$ cat src/rtl/uart_rx.sv
// 8N1 serial receiver driven by an N_TICK-times oversampling tick.
// Samples the start bit at its centre, then every data bit and the stop bit one bit period apart.
module uart_rx #(
    parameter int N_DATA = 8,
    parameter int N_TICK = 16,
    parameter int N_SYNC = 2
) (
    input  logic              i_clock,
    input  logic              i_reset,
    input  logic              i_data,
    input  logic              i_valid,
    output logic [N_DATA-1:0] o_data,
    output logic              o_rx_done,
    output logic              o_frame_err
);

    localparam int TW = (N_TICK > 1) ? $clog2(N_TICK) : 1;
    localparam int BW = (N_DATA > 1) ? $clog2(N_DATA) : 1;

    localparam logic [TW-1:0] TICK_HALF = TW'(N_TICK / 2 - 1);
    localparam logic [TW-1:0] TICK_LAST = TW'(N_TICK - 1);
    localparam logic [BW-1:0] BIT_LAST  = BW'(N_DATA - 1);

    typedef enum logic [1:0] {
        IDLE  = 2'd0,
        START = 2'd1,
        DATA  = 2'd2,
        STOP  = 2'd3
    } state_t;

    state_t            state, state_nxt;
    logic [N_SYNC-1:0] sync_q;
    logic              rx_s;
    logic [TW-1:0]     tick_cnt, tick_nxt;
    logic [BW-1:0]     bit_cnt, bit_nxt;
    logic [N_DATA-1:0] shreg, shreg_nxt;
    logic [N_DATA-1:0] data_nxt;
    logic              done_nxt, err_nxt;

    // Reset to the idle level so a reset never looks like a start edge.
    always_ff @(posedge i_clock or negedge i_reset) begin
        if (!i_reset) sync_q <= '1;
        else          sync_q <= {sync_q[N_SYNC-2:0], i_data};
    end

    assign rx_s = sync_q[N_SYNC-1];

    always_ff @(posedge i_clock or negedge i_reset) begin
        if (!i_reset) begin
            state       <= IDLE;
            tick_cnt    <= '0;
            bit_cnt     <= '0;
            shreg       <= '0;
            o_data      <= '0;
            o_rx_done   <= 1'b0;
            o_frame_err <= 1'b0;
        end else begin
            state       <= state_nxt;
            tick_cnt    <= tick_nxt;
            bit_cnt     <= bit_nxt;
            shreg       <= shreg_nxt;
            o_data      <= data_nxt;
            o_rx_done   <= done_nxt;
            o_frame_err <= err_nxt;
        end
    end

    always_comb begin
        state_nxt = state;
        tick_nxt  = tick_cnt;
        bit_nxt   = bit_cnt;
        shreg_nxt = shreg;
        data_nxt  = o_data;
        done_nxt  = 1'b0;
        err_nxt   = 1'b0;
        case (state)
            IDLE: begin
                if (!rx_s) begin
                    state_nxt = START;
                    tick_nxt  = '0;
                end
            end
            START: begin
                if (i_valid) begin
                    if (tick_cnt == TICK_HALF) begin
                        // A line that is high again at mid start bit was only a glitch.
                        if (!rx_s) begin
                            state_nxt = DATA;
                            tick_nxt  = '0;
                            bit_nxt   = '0;
                        end else begin
                            state_nxt = IDLE;
                        end
                    end else begin
                        tick_nxt = tick_cnt + TW'(1);
                    end
                end
            end
            DATA: begin
                if (i_valid) begin
                    if (tick_cnt == TICK_LAST) begin
                        shreg_nxt = {rx_s, shreg[N_DATA-1:1]};
                        tick_nxt  = '0;
                        if (bit_cnt == BIT_LAST) state_nxt = STOP;
                        else                     bit_nxt   = bit_cnt + BW'(1);
                    end else begin
                        tick_nxt = tick_cnt + TW'(1);
                    end
                end
            end
            STOP: begin
                if (i_valid) begin
                    if (tick_cnt == TICK_LAST) begin
                        // Leaving at mid stop bit leaves half a bit to catch a back-to-back start.
                        state_nxt = IDLE;
                        tick_nxt  = '0;
                        if (rx_s) begin
                            data_nxt = shreg;
                            done_nxt = 1'b1;
                        end else begin
                            err_nxt = 1'b1;
                        end
                    end else begin
                        tick_nxt = tick_cnt + TW'(1);
                    end
                end
            end
            default: state_nxt = IDLE;
        endcase
    end

endmodule

$ cat config.mk
export PLATFORM = sky130hd
export DESIGN_NAME = uart_rx
export DESIGN_NICKNAME = d
export VERILOG_FILES = /design/src/rtl/uart_rx.sv
export SDC_FILE = /design/constraint.sdc
export NUM_CORES = 1
export LEC_CHECK = 0
export CAP_MARGIN = 10
export CORE_UTILIZATION = 45
export CTS_CLUSTER_SIZE = 8
export DETAILED_ROUTE_END_ITERATION = 8
export HOLD_SLACK_MARGIN = 0.06
export PLACE_DENSITY_LB_ADDON = 0.25
export SYNTH_ARGS = -nofsm -noshare
export SYNTH_HDL_FRONTEND = slang
export SYNTH_SLANG_ARGS = --single-unit
$ cat constraint.sdc
create_clock -name i_clock -period 4.76 [get_ports i_clock]
set_input_delay 0.476 -clock i_clock [delete_from_list [all_inputs] [get_ports i_clock]]
set_output_delay 0.476 -clock i_clock [all_outputs]
set_load 0.005 [all_outputs]
; Word-level counts from Yosys, hierarchy flattened
; Cells that the tools add are included.
[totals]
romBits = 0
ramBits = 0
output_inout_bits = 10
memories = 0
latchBits = 0
register_bits = 29
inputBits = 4
wordCells = 66
[classes]
n_reduce_logical = 8
add_sub_neg = 2
n_eq_ne = 17
order_cmp = 0
n_mux = 31
n_mul = 0
div_mod_pow = 0
bitwise = 0
shifts = 0
[ops]
columns = cell, n
row1 = 2-to-1 mux 4 bit, 5
row2 = inequality test 2 bit (second input constant), 10
row3 = 2-to-1 mux 2 bit, 9
row4 = 2-to-1 mux 3 bit, 6
row5 = case mux 4 bit (3 select lines), 1
row6 = 2-to-1 mux 1 bit, 8
row7 = case mux 2 bit (4 select lines), 1
row8 = AND reduction 8 bit, 1
row9 = AND reduction 7 bit, 1
row10 = case mux 3 bit (2 select lines), 1
row11 = adder 4 x 1 -> 4 bit (second input constant), 1
row12 = equality test 2 bit (second input constant), 2
row13 = equality test 4 x 3 -> 1 bit (second input constant), 1
row14 = equality test 4 bit (second input constant), 1
row15 = AND reduction 4 bit, 1
row16 = adder 3 x 1 -> 3 bit (second input constant), 1
row17 = equality test 3 bit (second input constant), 1
row18 = AND reduction 3 bit, 1
row19 = equality test 2 x 1 -> 1 bit (second input constant), 1
row20 = logical NOT 2 bit, 1
row21 = inequality test 2 x 1 -> 1 bit (second input constant), 1
row22 = AND reduction 2 bit, 1
row23 = nonzero test 2 bit, 1
row24 = OR reduction 2 bit, 1

; Logic depth before layout (Yosys ltp)
; Gate-level depths: netlist of the first run.
[logic_depth]
ltp_word = 5
depth_mapped = 5

; Worst setup path before layout of the first run
; No wires, ideal clock.
[synth_path]
path_type = reg-to-reg
start = register tick_cnt[1]
end = register o_data[0]
arrival_time_ps = 1497
setup_slack_ps = 3138
required_time_ps = 4635
path_stages_with_launch = 5
cell_sequence = dfrtp_1 -> ha_1 -> nand3_4 -> nor3_4 -> mux2_2
[synth_via]
elab_chain_len = 2
[synth_rtl]
columns = item, line
row1 = from (decl), 34  ; logic [TW-1:0] tick_cnt, tick_nxt;
row2 = from (signal assigned), 59  ; tick_cnt <= tick_nxt;
row3 = equality test 4 bit, 113  ; if (tick_cnt == TICK_LAST) begin
row4 = AND reduction 4 bit (no line), --
row5 = to (signal assigned), 62  ; o_data <= data_nxt;
row6 = to (decl), 12  ; output logic [N_DATA-1:0] o_data,
; No other way between the ends.
; A chain may end at the register's enable or synchronous reset.

; Worst setup path in the final report of the first run
[layout_path]
start = input i_valid
end = register o_data[4]
[layout_via]
elab_chain_len = 1
[layout_rtl]
columns = item, line
row1 = from (decl), 11  ; input logic i_valid,
row2 = AND reduction 4 bit (no line), --
; No other way between the ends.

==> results.md, run 1 <==
- Status: completed
- Mapped Area: 1330 sq um
- Hpwl dp: 1.56 mm
- FF+latch count, synth: 29
- Hold violation total from the final report: 0
- CP Data Required Time: 4.97 ns
- Fin crit period: between 1.5 and 2 ns
- I/O pin count: 14
- Most frequent cells in the layout: dfrtp_1, mux2_2, clkdlybuf4s50_1, nand2_1, nor2_1
- Clock root cell: clkbuf_4
- Die area: 3180 sq um
- Overall Global Routing Usage: 16.8%
- Final core occ: around 55%
- H-tree depth: 2
- Worst r2r path cells: 4
- RR Endpoint: o_data[4]
- HP Start: sync_q[0]
- Num CTS Buffers: 5
- Seq/Total Area, Yosys: 54.8%
- Aggregate global routing overflow: 0
- Post-cts resize count: 0
- Worst hold path class: reg -> reg
- Syn Nets: 114
- Final setup fails: 0
- Drt first pass iters: 4
- FMAX: 0.506 GHz
- Pwr Total: 0.609 mW
- WL/cell: ~15 um
- Hold_buf cts: 0
- Final WL: 2.25 mm
- Worst Hold Endpoint: sync_q[1]
- Row Count: 19
- Category of the most critical setup path: in -> reg
- Final TNS setup: 0 ns
- Kind of cell adding the most delay to the critical path: buffers and inverters
- Clk_lat worst skew: 0.32 ns
- Reg2Reg Launch Point: tick_cnt[0]
- Startpoint types: primary input
- Worst Tran Pin Value: roughly 0.47 ns
- Largest net degree at the start of global routing: 30
- WHS: 0.362 ns
- DRC Markers: 0
- Clock sinks: 29
- CP max-delay cell: clkdlybuf4s50_1
- I/O Buffers: 13
- Final Wtd Congestion: 0.811
- CP peak stage delay: 0.72 ns
- First-pass GRT wire length: 3.95 mm
- Leading cell type in the layout, fill and taps excluded: dfrtp_1
- Core Area: roughly 2800 sq um
- Via Count: approximately 900
- Initial core utilization: 47.8%
- Clock transition at path regs: 0.08 ns
- Rel. slew slack: between 60 and 70%
- CP Capture Type: register
- Syn. warnings: 0
- Antenna diodes: 0
- Power Dens Cells: 398 nW/um^2
- Final nets: 129
- Share of layout cells above drive strength 1: 26.0%
- Leakage Power: 0.725 nW
- VDD IR-drop max: 0.274 mV
- Worst path bufs/invs: 1
- CP Cell Sequence: clkdlybuf4s50_1 -> nand3_4 -> nor3_4 -> mux2_2
- Synthesized area per cell: between 10 and 15 sq um
- R2R setup slack: 2.89 ns
- Library cells used by synthesis: 32
- Antenna Nets Post-Route: 0
- Max-Cap Viols: 0
- # Post-CTS Setup Buffers: 0
- Unrepaired setup endpoints after global routing: no
- Initial antenna violation count: 0
- Die H: 56.4 um
- CTS max path bufs: 2
- Fin Clk Skew: 0.00975 ns
- CTS tree: yes
- Final period util: 41.5%
- Number of global-route vias before repair: 878
- Fin. max-slew vios: 0
- Crit path DAT: 2.19 ns
- Max FO, Critical Path: 11
- Hold depth: 0
- Die width: 56.4 um
- Detailed Route Iter0 Violations: 33
- Area Growth Syn to Fin: 15.0%
- Mapped Cells: 107
- DR vias/cell: approximately 5.8
## synthesized netlist by cell type
cell type / count / area, sq um
and2_1: 1 / 6.26
nor3b_1: 1 / 7.51
nor4_1: 1 / 6.26
and4_1: 1 / 8.76
a211oi_2: 1 / 12.5
nand2_1: 8 / 30.0
nand3_1: 4 / 20.0
clkbuf_2: 1 / 5.00
a21oi_1: 2 / 10.0
clkbuf_1: 1 / 3.75
dfrtp_1: 27 / 676
mux2_2: 15 / 169
mux2_1: 2 / 22.5
nand2_2: 1 / 6.26
o22a_1: 2 / 17.5
and3b_1: 1 / 8.76
dfstp_2: 2 / 52.6
nor3_1: 1 / 5.00
nor3_4: 2 / 32.5
a31oi_1: 4 / 25.0
buf_2: 4 / 20.0
nor2_1: 6 / 22.5
a22o_1: 3 / 26.3
inv_1: 2 / 7.51
nand3_4: 1 / 17.5
nor4_2: 1 / 12.5
ha_1: 3 / 37.5
nand4b_1: 1 / 8.76
a21bo_2: 1 / 10.0
o31ai_1: 1 / 7.51
o21ai_0: 5 / 25.0
o211a_1: 1 / 10.0
## logic make-up after synthesis
| kind of cell | count (synthesis) | share of synthesized area, % |
|---|---|---|
| AND/OR/NAND/NOR | 30 | 14.5 |
| flip-flops | 29 | 54.8 |
| AO/OA/AOI/OAI | 20 | 10.8 |
| multiplexers | 17 | 14.4 |
| buffers and inverters | 8 | 2.73 |
| adder cells (fa/ha/maj) | 3 | 2.82 |
## layout make-up
class                      instances  area, sq um
clock buffer                       6         41.3
clock inverter                     2         10.0
fill                             225         1250
inverter                           2         7.51
multi-input combinational         70          566
sequential                        29          728
tap                               31         38.8
timing repair buffer              14          138
## power breakdown
group | switching, mW | internal, mW
Combinational | 0.0833 | 0.0657
Clock | 0.0809 | 0.0561
Sequential | 0.0518 | 0.271
## sequential cells by signal (all words and copies together), names as in the netlist, named ones only
signal / flops
bit_cnt: 3
o_data: 8
o_frame_err: 1
o_rx_done: 1
shreg: 8
state: 1
sync_q: 2
tick_cnt: 4
## worst max path at each step
| stage | from | to | depth (start not counted) |
|---|---|---|---|
| floorplan | tick_cnt[1] | o_data[0] | 4 |
| global placement | i_valid | o_data[0] | 4 |
| detailed placement | i_valid | o_data[7] | 4 |
| CTS | i_valid | o_data[5] | 4 |
| global route | i_valid | o_data[4] | 4 |
| finish | i_valid | o_data[4] | 4 |
## routing by layer
metal  up-vias  part of all wire, %  global-route usage (%)
li1        419                    -                       -
met1       437                   48                    22.1
met2        29                   45                    24.3
met3         9                  5.2                    5.07
met4         0                  2.0                    10.1
met5         -                    0                       0
## stage by stage
step | area (sq um) | setup WS [ns] | instances
finish | 1530 | 2.78 | 154
global route | 1530 | 2.69 | 154
CTS | 1530 | 2.77 | 154
detailed placement | 1480 | 2.41 | 146
global placement | 1480 | 2.47 | 146
floorplan | 1330 | 3.14 | 107
(Power assumes the default switching activity.)
==> run 2, diff against run 1 <==
clock period = 2 ns   (was 4.76 ns; I/O delays follow)
==> run 2 against run 1 <==
Design area increased by 0.49%. Critical path depth unchanged. First-iteration DRC count down 52%. Clock skew down 0.00083 ns.
==> results.md, run 2 (same netlist as run 1, synthesis figures left out) <==
- Most frequent cells in the layout: dfrtp_1, mux2_2, clkdlybuf4s50_1, nand2_1, nor2_1
- Overall Global Routing Usage: 16.5% (-0.24 points)
- Drt first pass iters: 4 (unchanged)
- Antenna Nets Post-Route: 0 (unchanged)
- Unrepaired setup endpoints after global routing: no
- WHS: 0.262 ns (-0.100 ns)
- Leakage Power: 0.730 nW (+0.66%)
- Hold_buf cts: 0 (unchanged)
- I/O Buffers: 13 (unchanged)
- Die width: 56.4 um (unchanged)
- Detailed Route Iter0 Violations: 16 (-52%)
- Design area: 1540 sq um (+0.49%)
- Number of global-route vias before repair: 870 (-0.91%)
- Clock sinks: 29 (unchanged)
- Core Area: 2780 sq um (unchanged)
- Fin Clk Skew: 0.00892 ns (-0.000831 ns)
- Crit path from: tick_cnt[0]
- # Post-CTS Setup Buffers: 0 (unchanged)
- H-tree depth: 2 (unchanged)
- Share of layout cells above drive strength 1: 26.6% (+0.60 points)
- Pwr Total: 1.44 mW (+140%)
- Largest regs: o_data (8), shreg (8), tick_cnt (4)
- Final core occ: 55.2% (+0.27 points)
- Worst hold path class: in -> async
- Max FO, Critical Path: 9 (-2)
- Filler cell count: 230 (+2.2%)
- Final WL: 2.22 mm (-1.4%)
- Die H: 56.4 um (unchanged)
- Post-cts resize count: 0 (unchanged)
- Via Count: 876 (-2.0%)
- Clock root cell: clkbuf_4
- VDD IR-drop max: 0.559 mV (+100%)
- CP Data Required Time: 2.20 ns (-2.77 ns)
- Worst Tran Pin Value: 0.459 ns (-0.00978 ns)
- Initial antenna violation count: 0 (unchanged)
- First-pass GRT wire length: 3.92 mm (-0.68%)
- Initial core utilization: 47.8% (unchanged)
- Row Count: 19 (unchanged)
- CTS max path bufs: 2 (unchanged)
- Clock transition at path regs: 0.09 ns (about the same)
- Hpwl dp: 1.53 mm (-2.1%)
- CTS tree: yes
- Fin crit period: 1.84 ns
- Largest net degree at the start of global routing: 30 (unchanged)
- DRC Markers: 0 (unchanged)
- Final period util: 92.0%
- Antenna diodes: 0 (unchanged)
- Final setup fails: 0 (unchanged)
- FMAX: 0.543 GHz
- CP Capture Type: register
- Status: completed
- Hold violation total from the final report: 0 (unchanged)
- Num CTS Buffers: 5 (unchanged)
- Final nets: 130 (+0.78%)
- Area Growth Syn to Fin: 15.5%
- Clk_lat worst skew: 0.31 ns (about the same)
- Area after DPL: 1490 sq um (+0.51%)
- Crit path DAT: 2.04 ns (-0.15 ns)
- Max-Cap Viols: 0 (unchanged)
- Startpoint types: register
- WL/cell: 14.3 um (-2.0%)
- Die area: 3180 sq um (unchanged)
- Final Wtd Congestion: 0.818 (+0.86%)
- Final TNS setup: 0 ns (unchanged)
- Reg2Reg Launch Point: tick_cnt[0]
- Category of the most critical setup path: reg -> reg
- I/O pin count: 14 (unchanged)
- Power Dens Cells: 939 nW/um^2 (+140%)
- DR vias/cell: 5.65 (-2.6%)
- Fin. max-slew vios: 0 (unchanged)
- Aggregate global routing overflow: 0 (unchanged)
- Leading cell type in the layout, fill and taps excluded: dfrtp_1
- Rel. slew slack: 69.3% (+0.65 points)
==> run 2: final cells by class <==
class	count	area, sq um	share of cell area, %
tap	31	38.8	2.52
clock buffer	6	41.3	2.69
multi-input combinational	70	566	36.8
inverter	2	7.51	0.489
timing repair buffer	15	145	9.45
clock inverter	2	10.0	0.651
sequential	29	728	47.4
==> run 2: path summary, 6_finish.rpt <==
path,endpoint,depth (start not counted),slack (ns)
setup reg to reg,o_data[7],4,0.16
setup / recovery,o_data[7],4,0.16
max in group asynchronous,sync_q[0],2,1.42
min in group i_clock,sync_q[0],1,0.29
hold / removal,o_rx_done,2,0.26
hold reg to reg,sync_q[1],0,0.36
==> run 2: power by group <==
part	switching (mW)	total, mW	internal [mW]
Sequential	0.115	0.761	0.646
Clock	0.187	0.321	0.134
Combinational	0.201	0.360	0.159
Total	0.504	1.44	0.938
==> run 2: per-stage QoR <==
stage | worst slack [ns] | cells
2_1_floorplan | 0.378 | 107
3_3_place_gp | 0.201 | 147
3_5_place_dp | 0.168 | 147
4_1_cts | 0.160 | 155
5_1_grt | 0.0325 | 155
6_report | 0.160 | 155
==> run 2: per-layer routing <==
metal | global-route usage (%) | vias up | part of all wire, %
met3 | 7.37 | 2 | 4.3
met5 | 0 | - | 0
met1 | 21.3 | 436 | 47
li1 | - | 418 | -
met4 | 6.27 | 0 | 0.77
met2 | 24.5 | 20 | 48
==> run 2: critical path, stage by stage (launching register included) <==
cell and delay (ns):
dfrtp_1 0.39, ha_1 0.34, nand3_4 0.16, nor3_4 0.44, mux2_2 0.39
